File: src/rtl/pipeline_stall_ctrl_pkg.sv
// Shared types and control-word constants for the pipeline stall/flush controller.
package pipe_ctrl_pkg;

  // Controller FSM states; 2'b11 is unused and treated as a fault.
  typedef enum logic [1:0] {
    ST_RUN    = 2'd0,
    ST_FREEZE = 2'd1,
    ST_HALTED = 2'd2
  } state_e;

  // One bit per pipeline-register control line, MSB first.
  typedef struct packed {
    logic pc_write;
    logic if_id_write;
    logic if_id_flush;
    logic id_ex_bubble;
    logic ex_mem_write;
    logic mem_wb_write;
  } ctrl_t;

  // Normal advance: every register loads, nothing squashed.
  localparam ctrl_t CTRL_RUN = '{pc_write: 1'b1, if_id_write: 1'b1, if_id_flush: 1'b0,
                                 id_ex_bubble: 1'b0, ex_mem_write: 1'b1, mem_wb_write: 1'b1};
  // Full freeze: nothing moves, nothing is squashed.
  localparam ctrl_t CTRL_FREEZE = '{pc_write: 1'b0, if_id_write: 1'b0, if_id_flush: 1'b0,
                                    id_ex_bubble: 1'b0, ex_mem_write: 1'b0, mem_wb_write: 1'b0};
  // Load-use stall: hold PC and IF/ID, inject a bubble into ID/EX.
  localparam ctrl_t CTRL_STALL = '{pc_write: 1'b0, if_id_write: 1'b0, if_id_flush: 1'b0,
                                   id_ex_bubble: 1'b1, ex_mem_write: 1'b1, mem_wb_write: 1'b1};
  // Branch redirect: load new PC, squash IF/ID and ID/EX.
  localparam ctrl_t CTRL_FLUSH = '{pc_write: 1'b1, if_id_write: 1'b1, if_id_flush: 1'b1,
                                   id_ex_bubble: 1'b1, ex_mem_write: 1'b1, mem_wb_write: 1'b1};
  // Halt request: only the retiring WB instruction commits.
  localparam ctrl_t CTRL_HALT = '{pc_write: 1'b0, if_id_write: 1'b0, if_id_flush: 1'b0,
                                  id_ex_bubble: 1'b0, ex_mem_write: 1'b0, mem_wb_write: 1'b1};
  // While reset is asserted the pipe is filled with NOPs.
  localparam ctrl_t CTRL_RESET = '{pc_write: 1'b0, if_id_write: 1'b0, if_id_flush: 1'b1,
                                   id_ex_bubble: 1'b1, ex_mem_write: 1'b0, mem_wb_write: 1'b0};

endpackage

File: src/rtl/pipeline_stall_ctrl_sat_counter.sv
// Saturating up-counter used for the controller's performance counters.
module sat_counter #(
  parameter int W = 32
) (
  input  logic         clk,
  input  logic         rst_n,
  input  logic         inc,
  output logic [W-1:0] count
);

  logic [W-1:0] r_count;
  logic         w_at_max;

  assign w_at_max = &r_count;
  assign count    = r_count;

  // Count up on each inc pulse, sticking at all-ones instead of wrapping.
  always_ff @(posedge clk or negedge rst_n) begin
    if (!rst_n) begin
      r_count <= '0;
    end else if (inc && !w_at_max) begin
      r_count <= r_count + {{(W-1){1'b0}}, 1'b1};
    end else begin
      r_count <= r_count;
    end
  end

endmodule

File: src/rtl/pipeline_stall_ctrl.sv
// Central pipeline controller: write enables, flushes and bubbles for the
// 5-stage core, with a memory-freeze/halt FSM, freeze watchdog and counters.
// MEM_TIMEOUT is expected to be at least 2: the first busy cycle in RUN
// already counts as freeze cycle 1.
module pipeline_stall_ctrl
  import pipe_ctrl_pkg::*;
#(
  parameter int MEM_TIMEOUT = 64,
  parameter int TO_W        = 7,
  parameter int CNT_W       = 32
) (
  input  logic             clk,
  input  logic             rst_n,
  input  logic             stall,
  input  logic             branch_taken,
  input  logic             dmem_busy,
  input  logic             halt_req,
  output logic             pc_write,
  output logic             if_id_write,
  output logic             if_id_flush,
  output logic             id_ex_bubble,
  output logic             ex_mem_write,
  output logic             mem_wb_write,
  output logic             halted,
  output logic             mem_timeout,
  output logic [CNT_W-1:0] cnt_stall,
  output logic [CNT_W-1:0] cnt_flush,
  output logic [CNT_W-1:0] cnt_freeze
);

  localparam logic [TO_W-1:0] TO_LIMIT = TO_W'(MEM_TIMEOUT);

  state_e          r_state;
  state_e          w_state_nxt;
  logic [TO_W-1:0] r_to_cnt;
  logic [TO_W-1:0] w_to_nxt;
  logic [TO_W-1:0] w_to_inc;
  logic            w_to_fault;
  logic            r_halted;
  logic            r_mem_timeout;
  logic            w_frozen;
  ctrl_t           w_ctrl;
  logic            w_inc_stall;
  logic            w_inc_flush;
  logic            w_inc_freeze;

  // A FREEZE cycle with memory still busy keeps everything held; once busy
  // drops, the same cycle is evaluated exactly like RUN.
  assign w_frozen = (r_state == ST_FREEZE) && dmem_busy;
  assign w_to_inc = r_to_cnt + TO_W'(1);

  // State, watchdog count and sticky status flags.
  always_ff @(posedge clk or negedge rst_n) begin
    if (!rst_n) begin
      r_state       <= ST_RUN;
      r_to_cnt      <= '0;
      r_halted      <= 1'b0;
      r_mem_timeout <= 1'b0;
    end else begin
      r_state       <= w_state_nxt;
      r_to_cnt      <= w_to_nxt;
      r_halted      <= (w_state_nxt == ST_HALTED);
      r_mem_timeout <= r_mem_timeout | w_to_fault;
    end
  end

  // Next-state and watchdog-count logic.
  always_comb begin
    w_state_nxt = r_state;
    w_to_nxt    = r_to_cnt;
    w_to_fault  = 1'b0;
    case (r_state)
      ST_RUN, ST_FREEZE: begin
        if (w_frozen) begin
          w_to_nxt = w_to_inc;
          if (w_to_inc == TO_LIMIT) begin
            w_state_nxt = ST_HALTED;
            w_to_fault  = 1'b1;
          end else begin
            w_state_nxt = ST_FREEZE;
          end
        end else if (halt_req) begin
          w_state_nxt = ST_HALTED;
          w_to_nxt    = '0;
        end else if (dmem_busy) begin
          w_state_nxt = ST_FREEZE;
          w_to_nxt    = TO_W'(1);
        end else begin
          w_state_nxt = ST_RUN;
          w_to_nxt    = '0;
        end
      end
      ST_HALTED: begin
        w_state_nxt = ST_HALTED;
      end
      default: begin
        // Unreachable encoding: park the pipe until reset.
        w_state_nxt = ST_HALTED;
        w_to_nxt    = '0;
      end
    endcase
  end

  // Control word and counter increments; at most one counter steps per cycle.
  always_comb begin
    w_ctrl       = CTRL_FREEZE;
    w_inc_stall  = 1'b0;
    w_inc_flush  = 1'b0;
    w_inc_freeze = 1'b0;
    if (!rst_n) begin
      w_ctrl = CTRL_RESET;
    end else begin
      case (r_state)
        ST_RUN, ST_FREEZE: begin
          if (w_frozen) begin
            w_ctrl       = CTRL_FREEZE;
            w_inc_freeze = 1'b1;
          end else if (halt_req) begin
            w_ctrl = CTRL_HALT;
          end else if (dmem_busy) begin
            // Branch/stall stay latched in the frozen stages and reappear later.
            w_ctrl       = CTRL_FREEZE;
            w_inc_freeze = 1'b1;
          end else if (branch_taken) begin
            // A coincident stall is moot: the ID instruction is squashed.
            w_ctrl      = CTRL_FLUSH;
            w_inc_flush = 1'b1;
          end else if (stall) begin
            w_ctrl      = CTRL_STALL;
            w_inc_stall = 1'b1;
          end else begin
            w_ctrl = CTRL_RUN;
          end
        end
        ST_HALTED: begin
          w_ctrl = CTRL_FREEZE;
        end
        default: begin
          w_ctrl = CTRL_FREEZE;
        end
      endcase
    end
  end

  assign pc_write     = w_ctrl.pc_write;
  assign if_id_write  = w_ctrl.if_id_write;
  assign if_id_flush  = w_ctrl.if_id_flush;
  assign id_ex_bubble = w_ctrl.id_ex_bubble;
  assign ex_mem_write = w_ctrl.ex_mem_write;
  assign mem_wb_write = w_ctrl.mem_wb_write;
  assign halted       = r_halted;
  assign mem_timeout  = r_mem_timeout;

  sat_counter #(.W(CNT_W)) u_cnt_stall (
    .clk   (clk),
    .rst_n (rst_n),
    .inc   (w_inc_stall),
    .count (cnt_stall)
  );

  sat_counter #(.W(CNT_W)) u_cnt_flush (
    .clk   (clk),
    .rst_n (rst_n),
    .inc   (w_inc_flush),
    .count (cnt_flush)
  );

  sat_counter #(.W(CNT_W)) u_cnt_freeze (
    .clk   (clk),
    .rst_n (rst_n),
    .inc   (w_inc_freeze),
    .count (cnt_freeze)
  );

endmodule

File: config.mk
export PLATFORM = sky130hd
export DESIGN_NAME = pipeline_stall_ctrl
export DESIGN_NICKNAME = d
export VERILOG_FILES = /design/src/rtl/pipeline_stall_ctrl_pkg.sv /design/src/rtl/pipeline_stall_ctrl_sat_counter.sv /design/src/rtl/pipeline_stall_ctrl.sv
export SDC_FILE = /design/constraint.sdc
export NUM_CORES = 1
export LEC_CHECK = 0
export BUFFER_PORTS_ARGS = -buffer_cell sky130_fd_sc_hd__buf_2
export CORE_UTILIZATION = 59
export DETAILED_ROUTE_END_ITERATION = 16
export PLACE_DENSITY = 0.87
export SKIP_LAST_GASP = 1
export SLEW_MARGIN = 10
export SYNTH_ARGS = -nofsm -noshare
export SYNTH_HDL_FRONTEND = slang
export SYNTH_SLANG_ARGS = --single-unit
File: constraint.sdc
create_clock -name clk -period 3.5 [get_ports clk]
set_clock_uncertainty 0.15 [all_clocks]
set_input_delay 0.7 -clock clk [delete_from_list [all_inputs] [get_ports clk]]
set_output_delay 0.7 -clock clk [all_outputs]
set_load 0.01 [all_outputs]
==> results of run 1 <==
## Yosys cell counts, types with 5 or more instances
master	number	share of area, %
and4_1	17	2.8
xor2_1	31	5.1
dfrtp_1	107	50
nor2_1	20	1.4
nand2b_1	5	0.58
nand2_1	46	3.2
inv_1	7	0.49
xnor2_1	56	9.1
nor4_1	5	0.58
and2_1	8	0.93
nand4_1	26	3.0
o21ai_0	8	0.75
clkbuf_1	6	0.42
and3_1	24	2.8
nor3_1	21	2.0
nand3_1	33	3.1
## metrics by stage
step	hold slack [ns]	setup WS [ns]	std cells	area, um^2
global route	0.3577	0.3050	724	6242
global placement	0.2997	0.7758	707	6047
detailed placement	0.2972	0.7454	707	6047
floorplan	0.2544	0.9755	495	5373
CTS	0.3231	0.3749	724	6242
finish	0.3191	0.4029	724	6242
## final cells by class
type / instances / area [um^2] / share of cell area (%)
sequential: 107 / 2678 / 42.89
multi-input combinational: 369 / 2606 / 41.75
timing repair buffer: 116 / 603.1 / 9.661
clock buffer: 10 / 137.6 / 2.205
tap: 108 / 135.1 / 2.165
clock inverter: 6 / 47.55 / 0.7617
inverter: 8 / 35.03 / 0.5612
## logic make-up after synthesis
kind of cell,synth area share [%]
buffers and inverters,1.747
flip-flops,49.84
XOR/XNOR,14.18
multiplexers,2.119
AND/OR/NAND/NOR,26.69
adder cells (fa/ha/maj),0.9316
AO/OA/AOI/OAI,4.495
## flip-flops by register name, indices dropped and copies added (netlist names)
| signal | cells |
|---|---|
| u_cnt_freeze.count | 32 |
| halted | 1 |
| u_cnt_flush.count | 32 |
| u_cnt_stall.count | 32 |
| mem_timeout | 1 |
| r_state | 2 |
| r_to_cnt | 7 |
## repair_timing
item	4_1_cts	5_1_grt
setup buffers	0	0
endpoints found under the hold margin	1	0
hold buffers	1	0
## power by group through the flow
| stage | sequential, uW | combinational (uW) | clock, uW |
|---|---|---|---|
| final | 1250 | 57.6 | 720 |
| after floorplan | 1280 | 14.5 | 0 |
| after detailed placement | 1280 | 59.3 | 0 |
| after global routing | 1260 | 66.6 | 778 |
| after CTS | 1250 | 60.3 | 727 |
| after global placement | 1280 | 57.1 | 0 |
## worst min-delay path by stage
stage | start | to | slack (ns)
finish | mem_timeout | mem_timeout | 0.32
global route | mem_timeout | mem_timeout | 0.36
CTS | mem_timeout | mem_timeout | 0.32
detailed placement | mem_timeout | mem_timeout | 0.30
global placement | mem_timeout | mem_timeout | 0.30
floorplan | rst_n | halted | 0.25
## routing by layer
layer	global-route usage, %	vias to the layer above	share of wire, %	wire length (um)
li1	-	2004	-	-
met1	36.10	2170	44	5172
met2	44.59	117	50	5951
met3	3.741	17	4.8	572
met4	8.484	0	1.4	168
met5	0	-	0	0
==> reports/metrics.cfg, run 1 <==
[status]
outcome=finished, final reports clean

[synthesis]
ys_seq_area_share_pct=49.84
netlist_area_mm2=0.005373
syn_avg_cell_area_um2=10.85
synth_edf_count=0
yosysWarnings=0
synth_fp_nets=505
syn_inst=495
ys_types=55
async_flop_share_pct=100.0
ys_seq_elements=107
synth_flop_cell=dfrtp_1

[worst_setup_path]
cp_num_buf_inv=4
worstSetupStartpointType=input port
critPathCapture=id_ex_bubble
crit_start=rst_n
cp.required_ns=2.65
max_stage_delay_ns=0.52
crit_family=buffers and inverters
r2r_slack_ns=0.76
worst-setup-path-type=in2out
endpoint_kind=primary output
cp_cell_sequence=dlygate4sd3_1 -> buf_4 -> buf_4 -> a21bo_2 -> a21o_1 -> buf_2
cpMaxStageDelayCell=dlygate4sd3_1
crit_fanout=27
cp.depth=6
rr_startpoint=u_cnt_flush.count[0]
crit_top_cell=buf_4
reg2reg_to=u_cnt_flush.count[13]
arrival_ns=2.25
r2r_cells=6

[route]
vias=4308
first_iter_violations=359
postRouteAntennaNets=0
via_per_inst=5.950
drc=0
post_drt_wl_per_cell_um=16.39
finalWirelength_um=11860
drtPass1Iterations=4

[cells_and_area]
fillerInstances=663
utilization_pct=71.23
layout_commonest_cell=buf_2
area.growth.synth_to_final_pct=16.19
final_cell_mix=108 x buf_2, 107 x dfrtp_1, 56 x xnor2_1
diodes=0
drive_above_1_share_pct=26.46
nets=621

[clocking]
cts_sinks=107
clk_latency_ns=0.37
cts_root_buf=clkbuf_8
cts.path.max_buffers=2
cts.htree.levels=3
cts_resized=0
numCtsBuffers=9
cts_tree=yes
clk_pin_slew_worst_paths_ns=0.11

[power]
switching_share_pct=23.89
p_clk_share_pct=35.4
p_leak_uw=0.003178
finalPower_uw=2032
comb_power_share_pct=2.8
powerDensity_mw_per_mm2=325.5
seq_power_share_pct=61.7
intPower_uw=1547
switching_power_uw=485.5
ir_drop_v=0.0001873

[grt]
grt_pass1_wl_um=20560
gr-usage-all-layers_pct=26.66
grt_max_degree=62
first_global_vias=4263
gr-total-overflow=0
antenna_found_initial=0

[die]
core_area_mm2=0.008763
die_width_um=97.43
dieArea_mm2=0.009492
num_io_pins=110
die_y_um=97.43
row_count=34
initial_core_util_pct=61.31

[sta]
fin_crit_ns=3.097
timing.fmax_mhz=322.9
worstMarginPinSlew_ns=1.166
slew_violations=0
setup_tns_ns=0
hold_viol_final=0
fin_crit_sh_pct=88.49
grt_setup_unrepaired=false
relSlewSlack_pct=21.82
setup_violations=0

[min_path]
hold_path_class=reg2reg
whs_path_depth=1

[placed_design]
dp_hpwl_um=8771
portBuffers=109
place_congestion=0.8468

[run]
max_cap_viol_count=0

Power figures use the tool's default switching activity.
==> run 2, diff against run 1 <==
Settings changed: CORE_ASPECT_RATIO set to 0.8, SLEW_MARGIN 10 to 20.
==> run 2 against run 1 <==
  * Clock power grew 36%
  * Critical path depth did not move
  * Power increased by 13%
  * Utilization is 2.1 points higher
  * Critical endpoint unchanged
  * Sequential power is essentially flat
  * Combinational power up 4.0%
  * Maximum frequency fell by 2.5%
  * Final area grew 1.8%
  * Sequential share of layout area down 0.78 points
  * Global-route usage increased by 1.4 points
  * Highest routed layer unchanged
==> reports/metrics.cfg, run 2 (synthesis gave the netlist of run 1 again) <==
[die]
row_count=30  ; was 34
die_width_um=108.7  ; was 97.43 um
initial_core_util_pct=61.96  ; was 61.31%
dieArea_mm2=0.009494  ; was 0.009492 mm^2
core_area_mm2=0.008671  ; was 0.008763 mm^2
die_y_um=87.35  ; was 97.43 um
num_io_pins=110  ; unchanged

[cells_and_area]
final_cell_mix=108 x buf_2, 107 x dfrtp_1, 56 x xnor2_1  ; unchanged
area.growth.synth_to_final_pct=18.33  ; was 16.19%
diodes=0  ; unchanged
register_area_mm2=0.002678  ; unchanged
drive_above_1_share_pct=26.46  ; unchanged
multiInputGateArea_mm2=0.002615  ; was 0.002606 mm^2
layout_commonest_cell=buf_2  ; unchanged
stdcell_area_mm2=0.006357  ; was 0.006242 mm^2
fillerInstances=623  ; was 663
nets=621  ; unchanged

[placed_design]
place_congestion=0.8037  ; was 0.8468
placed_cell_area_mm2=0.006052  ; was 0.006047 mm^2
dp_hpwl_um=8968  ; was 8771 um
portBuffers=109  ; unchanged
dp_worst_setup_slack_ns=0.6838  ; was 0.7454 ns

[clocking]
cts_resized=0  ; unchanged
post_cts_buffers=0  ; unchanged
cts.path.max_buffers=2  ; unchanged
clk_pin_slew_worst_paths_ns=0.07  ; was 0.11 ns
clk_latency_ns=0.35  ; was 0.37 ns
numCtsBuffers=9  ; unchanged
cts.htree.levels=3  ; unchanged
cts_root_buf=clkbuf_16  ; was clkbuf_8
cts_tree=yes  ; unchanged
cts_sinks=107  ; unchanged
ctsHoldBuffers=1  ; unchanged

[grt]
antenna_found_initial=0  ; unchanged
grt_pass1_wl_um=20610  ; was 20560 um
first_global_vias=4091  ; was 4263
gr-total-overflow=0  ; unchanged
gr-usage-all-layers_pct=28.02  ; was 26.66%
grt_max_degree=57  ; was 62

[min_path]
hold_path_class=reg2reg  ; unchanged
hold_start=u_cnt_flush.count[23]  ; was mem_timeout

[sta]
grt_setup_unrepaired=false  ; unchanged
relSlewSlack_pct=51.76  ; was 21.82%
setup_tns_ns=0  ; unchanged
setup_slack_ns=0.3239  ; was 0.4029 ns
slew_violations=0  ; unchanged
hold_viol_final=0  ; unchanged
fin_crit_sh_pct=90.75  ; was 88.49%
fin_crit_ns=3.176  ; was 3.097 ns
timing.fmax_mhz=314.8  ; was 322.9 MHz
worstMarginPinSlew_ns=0.7236  ; was 1.166 ns
setup_violations=0  ; unchanged

[power]
switching_share_pct=22.85  ; was 23.89%
p_leak_uw=0.003225  ; was 0.003178 uW
switching_power_uw=524.5  ; was 485.5 uW
finalPower_uw=2295  ; was 2032 uW
p_clk_share_pct=42.8  ; was 35.4%
ir_drop_v=0.0002523  ; was 0.0001873 V
powerDensity_mw_per_mm2=361.1  ; was 325.5 mW/mm^2
comb_power_share_pct=2.6  ; was 2.8%
seq_power_share_pct=54.6  ; was 61.7%
intPower_uw=1771  ; was 1547 uW

[worst_setup_path]
crit_family=buffers and inverters  ; unchanged
endpoint_kind=primary output  ; unchanged
crit_fanout=33  ; was 27
worstSetupStartpointType=input port  ; unchanged
arrival_ns=2.33  ; was 2.25 ns
worst-setup-path-type=in2out  ; unchanged
cp_num_buf_inv=4  ; unchanged
cp_cell_sequence=dlygate4sd3_1 -> buf_4 -> buf_4 -> a21bo_2 -> a21o_1 -> buf_2  ; unchanged
cp.required_ns=2.65  ; about the same
crit_top_cell=buf_4  ; unchanged
rr_startpoint=u_cnt_stall.count[25]  ; was u_cnt_flush.count[0]
crit_start=rst_n  ; unchanged
cpMaxStageDelayCell=dlygate4sd3_1  ; unchanged
max_stage_delay_ns=0.53  ; was 0.52 ns

[route]
finalWirelength_um=12540  ; was 11860 um
drtPass1Iterations=5  ; was 4
drc=0  ; unchanged
first_iter_violations=251  ; was 359
post_drt_wl_per_cell_um=17.23  ; was 16.39 um
vias=4292  ; was 4308
postRouteAntennaNets=0  ; unchanged
via_per_inst=5.896  ; was 5.950

[status]
outcome=finished, final reports clean  ; unchanged

[run]
max_cap_viol_count=0  ; unchanged

-- run 2: final cells by class --
| class | instances | share of cell area, % |
|---|---|---|
| inverter | 8 | 0.5511 |
| multi-input combinational | 369 | 41.13 |
| timing repair buffer | 116 | 9.486 |
| clock inverter | 6 | 0.7479 |
| sequential | 107 | 42.12 |
| tap | 112 | 2.204 |
| clock buffer | 10 | 3.759 |
-- run 2: per-stage QoR --
stage / hold slack (ns) / cells / utilization [%]
2_1_floorplan: 0.2544 / 495 / -
3_3_place_gp: 0.3134 / 711 / 69.80
3_5_place_dp: 0.3266 / 711 / 69.80
4_1_cts: 0.3440 / 728 / 73.22
5_1_grt: 0.3552 / 728 / 73.32
6_report: 0.3432 / 728 / 73.32
-- run 2: per-layer routing --
layer | up-vias | global-route usage [%] | share of wire, %
li1 | 2013 | - | -
met1 | 2099 | 38.91 | 45
met2 | 162 | 44.07 | 47
met3 | 18 | 6.956 | 6.2
met4 | 0 | 7.371 | 1.7
met5 | - | 0 | 0
-- run 2: worst register-to-register path, cell delays in order, from the launching register on --
cell and delay (ns):
dfrtp_1 0.44, nand4_1 0.23, or4_1 0.70, nor3_1 0.41, and4bb_2 0.30, xor2_1 0.14
-- run 2: final timing paths --
kind	slack, ns	end	cells past startpoint
worst min register to register	0.34	u_cnt_flush.count[23]	1
worst max register to register	1.03	u_cnt_stall.count[15]	5
min in group asynchronous	0.55	u_cnt_stall.count[7]	2
worst max-delay path	0.32	id_ex_bubble	6
worst min-delay path	0.34	u_cnt_flush.count[23]	1
max in group asynchronous	1.77	u_cnt_freeze.count[16]	3
-- run 2: power by group through the flow --
stage	Combinational [uW]	Clock (uW)	Sequential, uW
final	59.9	981	1250
after global routing	69.3	1040	1250
after CTS	62.2	991	1250
after detailed placement	61.3	0	1280
after global placement	58.0	0	1280
after floorplan	14.5	0	1280
